[src/rtl/pc_seq_pkg.sv]
// pc_seq_pkg: shared definitions for the next-PC sequencer.
//   - seq_state_t : architectural sequencer state, encoding visible on the
//                   pc_sequencer.state output (RUN=0, FLUSH=1, HALT=2, TRAP=3)
//   - run_event_t : winning event of the RUN-state priority select
//   - default reset/trap vectors, sequential step and flush length
//   - is_misaligned() : word-alignment test for redirect targets
package pc_seq_pkg;

   typedef enum logic [1:0] {
      ST_RUN   = 2'd0,
      ST_FLUSH = 2'd1,
      ST_HALT  = 2'd2,
      ST_TRAP  = 2'd3
   } seq_state_t;

   typedef enum logic [2:0] {
      EV_TRAP     = 3'd0,
      EV_MISALIGN = 3'd1,
      EV_HALT     = 3'd2,
      EV_REDIRECT = 3'd3,
      EV_HOLD     = 3'd4,
      EV_STEP     = 3'd5
   } run_event_t;

   localparam logic [31:0] DEFAULT_RESET_VECTOR = 32'h0000_0000;
   localparam logic [31:0] DEFAULT_TRAP_VECTOR  = 32'h0000_0040;
   localparam int unsigned DEFAULT_PC_STEP      = 4;
   localparam int unsigned DEFAULT_FLUSH_CYCLES = 1;

   function automatic logic is_misaligned(input logic [31:0] addr);
      return addr[1:0] != 2'b00;
   endfunction

endpackage

[src/rtl/pc_next_mux.sv]
// pc_next_mux: combinational priority select used while the sequencer is in
// RUN. Picks the winning event (trap > misaligned redirect > halt > jump >
// branch > stall > increment) and the pc that event would load.
// Ports:
//   pc            in  32  current fetch address
//   stall         in   1  hazard hold
//   branch_taken  in   1  conditional branch taken
//   branch_target in  32  branch destination
//   jump          in   1  unconditional jump
//   jump_target   in  32  jump destination
//   trap_req      in   1  trap request
//   halt_req      in   1  halt request
//   ev_sel        out  3  winning event
//   next_pc       out 32  pc value associated with ev_sel
module pc_next_mux
   import pc_seq_pkg::*;
#(
   parameter logic [31:0] TRAP_VECTOR = DEFAULT_TRAP_VECTOR,
   parameter int unsigned PC_STEP     = DEFAULT_PC_STEP
) (
   input  logic [31:0] pc,
   input  logic        stall,
   input  logic        branch_taken,
   input  logic [31:0] branch_target,
   input  logic        jump,
   input  logic [31:0] jump_target,
   input  logic        trap_req,
   input  logic        halt_req,
   output run_event_t  ev_sel,
   output logic [31:0] next_pc
);

   localparam logic [31:0] STEP = 32'(PC_STEP);

   logic        redirect;
   logic [31:0] target;

   // Jump outranks branch, so only the jump target is ever alignment-checked
   // when both fire together.
   assign redirect = jump | branch_taken;
   assign target   = jump ? jump_target : branch_target;

   always_comb begin
      ev_sel  = EV_STEP;
      next_pc = pc + STEP;  // wraps modulo 2^32
      if (trap_req) begin
         ev_sel  = EV_TRAP;
         next_pc = TRAP_VECTOR;
      end else if (redirect && is_misaligned(target)) begin
         ev_sel  = EV_MISALIGN;
         next_pc = TRAP_VECTOR;
      end else if (halt_req) begin
         ev_sel  = EV_HALT;
         next_pc = pc;
      end else if (redirect) begin
         ev_sel  = EV_REDIRECT;
         next_pc = target;
      end else if (stall) begin
         ev_sel  = EV_HOLD;
         next_pc = pc;
      end
   end

endmodule

[src/rtl/pc_sequencer.sv]
// pc_sequencer: owns the architectural PC and decides every cycle whether to
// increment, hold, redirect, trap or halt. All outputs are registered.
// Ports:
//   clk, reset                  clock and synchronous active-high reset
//   stall                       freeze pc (RUN) or flush counter (FLUSH)
//   branch_taken/branch_target  conditional redirect
//   jump/jump_target            unconditional redirect
//   trap_req                    trap request (honoured in RUN, FLUSH, HALT)
//   halt_req / resume           enter / leave HALT
//   pc                          current fetch address
//   fetch_valid                 pc is a real fetch, not a bubble
//   flush                       one-cycle pulse per redirect or trap
//   epc                         pc saved on trap entry
//   misaligned                  last trap was caused by a misaligned target
//   state                       RUN=0, FLUSH=1, HALT=2, TRAP=3
module pc_sequencer
   import pc_seq_pkg::*;
#(
   parameter logic [31:0] RESET_VECTOR = DEFAULT_RESET_VECTOR,
   parameter logic [31:0] TRAP_VECTOR  = DEFAULT_TRAP_VECTOR,
   parameter int unsigned PC_STEP      = DEFAULT_PC_STEP,
   parameter int unsigned FLUSH_CYCLES = DEFAULT_FLUSH_CYCLES  // legal 1..3
) (
   input  logic        clk,
   input  logic        reset,
   input  logic        stall,
   input  logic        branch_taken,
   input  logic [31:0] branch_target,
   input  logic        jump,
   input  logic [31:0] jump_target,
   input  logic        trap_req,
   input  logic        halt_req,
   input  logic        resume,
   output logic [31:0] pc,
   output logic        fetch_valid,
   output logic        flush,
   output logic [31:0] epc,
   output logic        misaligned,
   output logic [1:0]  state
);

   localparam logic [1:0] FLUSH_INIT = 2'(FLUSH_CYCLES);

   seq_state_t  state_reg, state_next;
   logic [31:0] pc_reg, pc_next;
   logic [31:0] epc_reg, epc_next;
   logic [1:0]  cnt_reg, cnt_next;
   logic        mis_reg, mis_next;
   logic        flush_reg, flush_next;
   logic        fv_reg, fv_next;

   run_event_t  ev_sel;
   logic [31:0] mux_pc;
   logic        take_trap;
   logic        trap_mis;

   pc_next_mux #(
      .TRAP_VECTOR (TRAP_VECTOR),
      .PC_STEP     (PC_STEP)
   ) u_mux (
      .pc            (pc_reg),
      .stall         (stall),
      .branch_taken  (branch_taken),
      .branch_target (branch_target),
      .jump          (jump),
      .jump_target   (jump_target),
      .trap_req      (trap_req),
      .halt_req      (halt_req),
      .ev_sel        (ev_sel),
      .next_pc       (mux_pc)
   );

   always_ff @(posedge clk) begin
      if (reset) begin
         state_reg <= ST_RUN;
         pc_reg    <= RESET_VECTOR;
         epc_reg   <= 32'h0;
         cnt_reg   <= 2'd0;
         mis_reg   <= 1'b0;
         flush_reg <= 1'b0;
         fv_reg    <= 1'b1;
      end else begin
         state_reg <= state_next;
         pc_reg    <= pc_next;
         epc_reg   <= epc_next;
         cnt_reg   <= cnt_next;
         mis_reg   <= mis_next;
         flush_reg <= flush_next;
         fv_reg    <= fv_next;
      end
   end

   always_comb begin
      state_next = state_reg;
      pc_next    = pc_reg;
      epc_next   = epc_reg;
      cnt_next   = cnt_reg;
      mis_next   = mis_reg;
      flush_next = 1'b0;       // flush is a single-cycle pulse
      fv_next    = fv_reg;
      take_trap  = 1'b0;
      trap_mis   = 1'b0;

      case (state_reg)
         ST_RUN: begin
            case (ev_sel)
               EV_TRAP:     take_trap = 1'b1;
               EV_MISALIGN: begin
                  take_trap = 1'b1;
                  trap_mis  = 1'b1;
               end
               EV_HALT: begin
                  state_next = ST_HALT;
                  fv_next    = 1'b0;
               end
               EV_REDIRECT: begin
                  pc_next    = mux_pc;
                  flush_next = 1'b1;
                  state_next = ST_FLUSH;
                  cnt_next   = FLUSH_INIT;
                  fv_next    = 1'b0;
               end
               EV_HOLD: ;
               default: pc_next = mux_pc;
            endcase
         end
         ST_FLUSH: begin
            // Redirects are ignored while bubbling; only traps get through.
            if (trap_req) begin
               take_trap = 1'b1;
            end else if (!stall) begin
               if (cnt_reg <= 2'd1) begin
                  cnt_next   = 2'd0;
                  state_next = ST_RUN;
                  fv_next    = 1'b1;
               end else begin
                  cnt_next = cnt_reg - 2'd1;
               end
            end
         end
         ST_HALT: begin
            if (trap_req) begin
               take_trap = 1'b1;
            end else if (resume) begin
               state_next = ST_RUN;
               fv_next    = 1'b1;
            end
         end
         default: begin
            // TRAP lasts exactly one cycle; pc stays on the trap vector so
            // the handler's first instruction is fetched on return to RUN.
            state_next = ST_RUN;
            fv_next    = 1'b1;
         end
      endcase

      if (take_trap) begin
         epc_next   = pc_reg;
         pc_next    = TRAP_VECTOR;
         flush_next = 1'b1;
         state_next = ST_TRAP;
         fv_next    = 1'b0;
         mis_next   = trap_mis;
         cnt_next   = 2'd0;
      end
   end

   assign pc          = pc_reg;
   assign fetch_valid = fv_reg;
   assign flush       = flush_reg;
   assign epc         = epc_reg;
   assign misaligned  = mis_reg;
   assign state       = state_reg;

endmodule

[config.mk]
export PLATFORM = sky130hd
export DESIGN_NAME = pc_sequencer
export DESIGN_NICKNAME = d
export VERILOG_FILES = /design/src/rtl/pc_seq_pkg.sv /design/src/rtl/pc_next_mux.sv /design/src/rtl/pc_sequencer.sv
export SDC_FILE = /design/constraint.sdc
export NUM_CORES = 1
export LEC_CHECK = 0
export ABC_AREA = 1
export CAP_MARGIN = 10
export CORE_UTILIZATION = 41
export CTS_BUF_LIST = sky130_fd_sc_hd__clkbuf_8 sky130_fd_sc_hd__clkbuf_16
export CTS_CLUSTER_DIAMETER = 80
export DETAILED_ROUTE_END_ITERATION = 12
export GPL_ROUTABILITY_DRIVEN = 0
export GPL_TIMING_DRIVEN = 0
export PLACE_DENSITY = 0.78
export REMOVE_ABC_BUFFERS = 1
export SLEW_MARGIN = 20
export SYNTH_ARGS = -nofsm -noshare
export SYNTH_HDL_FRONTEND = slang
export SYNTH_SLANG_ARGS = --single-unit
[constraint.sdc]
create_clock -name clk -period 1.45 [get_ports clk]
set_input_delay 0.29 -clock clk [delete_from_list [all_inputs] [get_ports clk]]
set_output_delay 0.29 -clock clk [all_outputs]
set_load 0.03 [all_outputs]
---- After elaboration in Yosys (flattened, before gate mapping) ----
Cells that the tools add are included.
word-level totals
  output and inout bits ................... 69
  bits of input ports ..................... 72
  register bits after elaboration ......... 71
operators by class
  bitwise operators ....................... 2
  reduce and logical (&&, ||, !) cells .... 16
  $lt $le $gt $ge ......................... 1
  muxes and demuxes ....................... 43
  eq/ne operators ......................... 21
  $add $sub $neg .......................... 2
operators by type and width
  cell                                                                     number
  32-bit two-way mux                                                       6
  32-bit by 3-bit adder with 32-bit output, second input constant          1
  7-bit two-way mux                                                        3
  2-bit two-way mux                                                        10
  3-bit inequality test, second input constant                             6
  1-bit two-way mux                                                        15
  3-bit two-way mux                                                        4
  4-bit AND reduction                                                      3
  6-bit AND reduction                                                      2
  4-bit by 2-bit inequality test with 1-bit output, second input constant  2
  2-bit one-hot mux with 2 select lines                                    2
  2-bit OR reduction                                                       4
  3-bit by 2-bit equality test with 1-bit output, second input constant    2
  2-bit one-hot mux with 3 select lines                                    1
  2-bit nonzero test                                                       3
  5-bit by 1-bit inequality test with 1-bit output, second input constant  1
  2-bit by 1-bit inequality test with 1-bit output, second input constant  2
  2-bit inequality test, second input constant                             2
  4-bit by 1-bit inequality test with 1-bit output, second input constant  1
  4-bit OR reduction                                                       1
  3-bit by 1-bit equality test with 1-bit output, second input constant    1
  3-bit equality test, second input constant                               1
  3-bit zero test                                                          1
  3-bit by 2-bit inequality test with 1-bit output, second input constant  1
  10 further kinds                                                         10

---- Depth between registers and ports, before layout ----
  depth in word-level cells ............... 11
  depth in mapped cells ................... 11

---- By module ----
From an unflattened synthesis, not the netlist that was laid out.
second synthesis, totals
  cells, all modules ...................... 780
  area total of the unflattened synthesis .. 4,944.7 µm²
by module, submodules not included
  module        cells each  seq. area each (µm²)  area each (µm²)  times used
  pc_sequencer  354         1,421.4               2,864.0          1
  pc_next_mux   426         0.0                   2,080.7          1

---- Least setup slack after synthesis ----
No wires, ideal clock.
  path kind ............................... register to register
  from .................................... register state_reg[0] (netlist: state[0])
  to ...................................... register pc_reg[6] (netlist: pc[6])
  data arrival time ....................... 1,738 ps
  buffers on the path ..................... 1
  slack ................................... -358 ps
  stages on the path, launching flop included .. 10
  cells stage by stage .................... dfxtp_1 inv_1 ha_1 nand2_1 a21oi_1 nand2_4 inv_4 buf_2 a21oi_1 a21oi_1
on the way
  word-level cells in the longest chain between the ends .. 5
RTL lines
  element                                                                                RTL line             source
  start, declared                                                                        pc_sequencer.sv:44   seq_state_t state_reg, state_next;
  start signal, assigned                                                                 pc_sequencer.sv:83   state_reg <= state_next;
  2-bit equality test or 2-bit by 1-bit equality test with 1-bit output (tied branches)  pc_sequencer.sv:104  case (state_reg)
  2-bit OR reduction (no line)                                                           n/a
  1-bit one-hot mux with 2 select lines                                                  pc_sequencer.sv:104
  5-bit by 1-bit inequality test with 1-bit output (no line) (tied with other cells)     n/a
  4-bit AND reduction (no line)                                                          n/a
  end signal, assigned                                                                   pc_sequencer.sv:84   pc_reg <= pc_next;
  end, declared                                                                          pc_sequencer.sv:45   logic [31:0] pc_reg, pc_next;
Parallel ways exist; a longest one is shown, timed or not.
A chain may end at the register's enable or synchronous reset.

---- Worst setup path in the final report ----
  from .................................... register pc_reg[3] (netlist: pc[3])
  to ...................................... register pc_reg[16] (netlist: pc[16])
on the way
  word-level cells in the longest chain between the ends .. 6
RTL lines
  element                                   RTL line           source
  32-bit by 3-bit adder with 32-bit output  pc_next_mux.sv:45  next_pc = pc + STEP;
  32-bit two-way mux                        pc_next_mux.sv:58  end else if (stall) begin
  32-bit two-way mux                        pc_next_mux.sv:55  end else if (redirect) begin
  32-bit two-way mux                        pc_next_mux.sv:52  end else if (halt_req) begin
  32-bit two-way mux                        pc_next_mux.sv:49  end else if (redirect && is_misaligned(target)) begin
  32-bit two-way mux                        pc_next_mux.sv:46  if (trap_req) begin
Every way passes these cells. The select of a mux whose other input is x is not followed.

==> flow_metrics.tcl <==
set metrics [dict create \
    status "finished with violations" \
    violations "negative setup slack" \
    insertion_delay_ps 360 \
    r2r-end "pc[16]" \
    synth_seq_cells 71 \
    grt_start_max_net_pins 35 \
    synth_top_area_share_pct 35.8 \
    track_usage_pct 37.3 \
    whs_endpoint "pc[2]" \
    layout-drive-gt1-share_pct 35.5 \
    cts_sinks 71 \
    via_count 5924 \
    num-nets-final 886 \
    synth_area_leaders "dfxtp_1 (36%), nand2_1 (16%), nor2_1 (8.9%)" \
    pwr-share-clk_pct 17.4 \
    die_height_um 100 \
    top_layer_used "met4" \
    ir_drop_uv 1320 \
    combPwrFrac_pct 56.9 \
    r2r_cells 6 \
    cts-root-buf "clkbuf_8" \
    seqPwrFrac_pct 25.8 \
    worst_slack_ps -323 \
    netlist_instances 632 \
    synth_compound_area_share_pct 21.7 \
    synth.mux.area_fraction_pct 0 \
    switchingPower_uw 5450 \
    dpl.hpwl_um 9200 \
    crit_path_end_kind "flop" \
    tns_ps -12710 \
    wl_met1_um 6860 \
    p_leak_uw 0.00266 \
    rsz0062_at_grt "true" \
    cts_tree "done" \
    diodes 0 \
    totalWireLength_um 20900 \
    slew_violations 0 \
    cts_buffers 9 \
    crit_required_ps 1690 \
    synthSimpleGateAreaFrac_pct 31.3 \
    hold_path_depth 3 \
    path_max_fanout 4 \
    clock_skew_ps 11.3 \
    finalSetupViolations 71 \
    p_sw_share_pct 46.9 \
    viasPerCell 6.28 \
    antenna_left 0 \
    grt-ovfl-total 0 \
    wl_per_cell_um 22.2 \
    first_pass_iters 7 \
    min_period_over_period_pct 122 \
    die_width_um 100 \
    rr_startpoint "pc[3]" \
    synth_top_family_by_area "simple AND/OR/NAND/NOR gates" \
    antenna_found_initial 0 \
    tightest_slew_ps 759 \
    grt_pass1_vias 5626 \
    relSlewSlack_pct 49.4 \
    yosys.area_share.xor_xnor_pct 1.32 \
    crit_arrival_ps 2020 \
    hold_viol 0 \
    place_ws_ps -3030 \
    std_cell_rows 35 \
    syn_area_um2 3980 \
    yosysWarnings 0 \
    drtIter0Drc 730 \
    crit_type "flop to flop" \
    wl_met3_um 2800 \
    drc_errors 0 \
    wl_met2_um 9360 \
    max_freq_ghz 0.564 \
    start_kind "flop" \
    io_pins 141 \
    area_growth_pct 79.1 \
    min_period_ps 1770 \
    cts_buffer_depth 2 \
    core_um2 9330 \
    synth.avg_cell_area_um2 6.29 \
    p_int_uw 6170 \
    clkTransAtPathRegs_ps 90 \
    fp.dieArea_um2 10100 \
    hp-class "input port to flop" \
    start_util_pct 42.6 \
    power.density_nw_per_um2 1630 \
    ctsHoldBuffers 0 \
    yosysSeqAreaShare_pct 35.8 \
    worstHoldStart "jump" \
    synth_adder_area_share_pct 1.57 \
    htreeDepth 3 \
    synth_top_area_cell "dfxtp_1" \
    portBuffers 140 \
    grt_pass1_wl_um 28600 \
    ys_types 30 \
    cap_violations 0 \
    r2r_slack_ps -320 \
]
[placed cells by master (no fill, tap or decap), types with 4 or more instances in the layout]
cell               n
dlymetal6s2s_1     4
o21ai_1            7
nand3_1           30
buf_12             5
o21ai_2           34
a21oi_1           32
inv_1             45
xor2_1             6
clkdlybuf4s15_1    9
dlygate4sd2_1     20
clkdlybuf4s50_1   64
buf_6              9
nand3_2            4
nand2_1          153
nor2_1            65
clkbuf_2          17
dfxtp_1           46
buf_4             21
o22ai_1           26
clkbuf_8          10
nor2_4            12
nor2_2            21
a21oi_2           34
o21ai_0            5
inv_4              4
o21ai_4           13
nand2_4            5
dfxtp_2           20
clkdlybuf4s15_2   24
nand4_1            4
dfxtp_4            5
nand2_2            9
[stage by stage]
stage / util (%) / total power (µW) / hold WS [ps] / instances / cell area [µm²]
after floorplan: - / 5050 / 359 / 605 / 3850
final: 76.3 / 11600 / 487 / 943 / 7120
after CTS: 72.2 / 10600 / 421 / 938 / 6730
after global routing: 76.3 / 11900 / 487 / 943 / 7120
after global placement: 58.0 / 6540 / 445 / 874 / 5410
after detailed placement: 58.3 / 6630 / 460 / 875 / 5440
[power by group through the flow]
stage               logic, µW  registers [µW]  clock network, µW
global route             6800            3030               2050
floorplan                1350            3690                  0
CTS                      5790            2870               1980
global placement         3730            2810                  0
finish                   6610            2990               2020
detailed placement       3810            2820                  0
[final cells by class]
class,instances,area [µm²]
fill,595,2210
inverter,54,272
clock buffer,10,138
timing repair buffer,182,1860
tap,129,161
clock inverter,6,108
timing repair inverter,7,151
sequential,71,1470
multi-input combinational,484,2970
[cell usage after synthesis (all sizes together)]
cell type and n:
clkbuf 10, xor2 6, o21ai 59, nand3 34, buf 17, o21a 1
nor2 96, o22a 1, o31ai 1, o221a 1, o41ai 1, inv 54
nand2 169, a221oi 1, o22ai 26, ha 5, nand4 3, nor3 6
a22oi 1, a21oi 69, dfxtp 71
[worst max path at each step]
stage | depth (start not counted) | end | startpoint
after floorplan | 9 | pc[3] | jump
after global placement | 10 | pc[3] | jump
after detailed placement | 11 | pc[10] | jump
after CTS | 11 | pc[24] | state[0]
after global routing | 10 | pc[27] | pc[18]
final | 6 | pc[16] | pc[3]
[critical path, cell delays in order, from the launching register on]
cell and delay [ps]:
dfxtp_2 370, ha_2 220, nand3_1 200, nor2_1 160
nand4_1 220, o31ai_1 360, a21oi_1 120
[cell families after synthesis]
logic type                 count (synthesis)
AOI/OAI and AO/OA                        161
xor gates and xnor gates                   6
adders and majority gates                  5
buffers and inverters                     81
DFF                                       71
and+or+nand+nor                          308
[metal layers]
| layer | global-route usage (%) | vias to the layer above |
|---|---|---|
| met1 | 40.2 | 2665 |
| met4 | 27.9 | 0 |
| met3 | 11.8 | 226 |
| met2 | 61.4 | 580 |
| li1 | - | 2453 |
| met5 | 0 | - |
[what timing repair did]
item	CTS	global route
setup buffers	34	4
endpoints found under the setup margin	140	104
resized for setup	311	142
gates cloned	14	2
pin swaps	24	13
(Power assumes the default switching activity.)
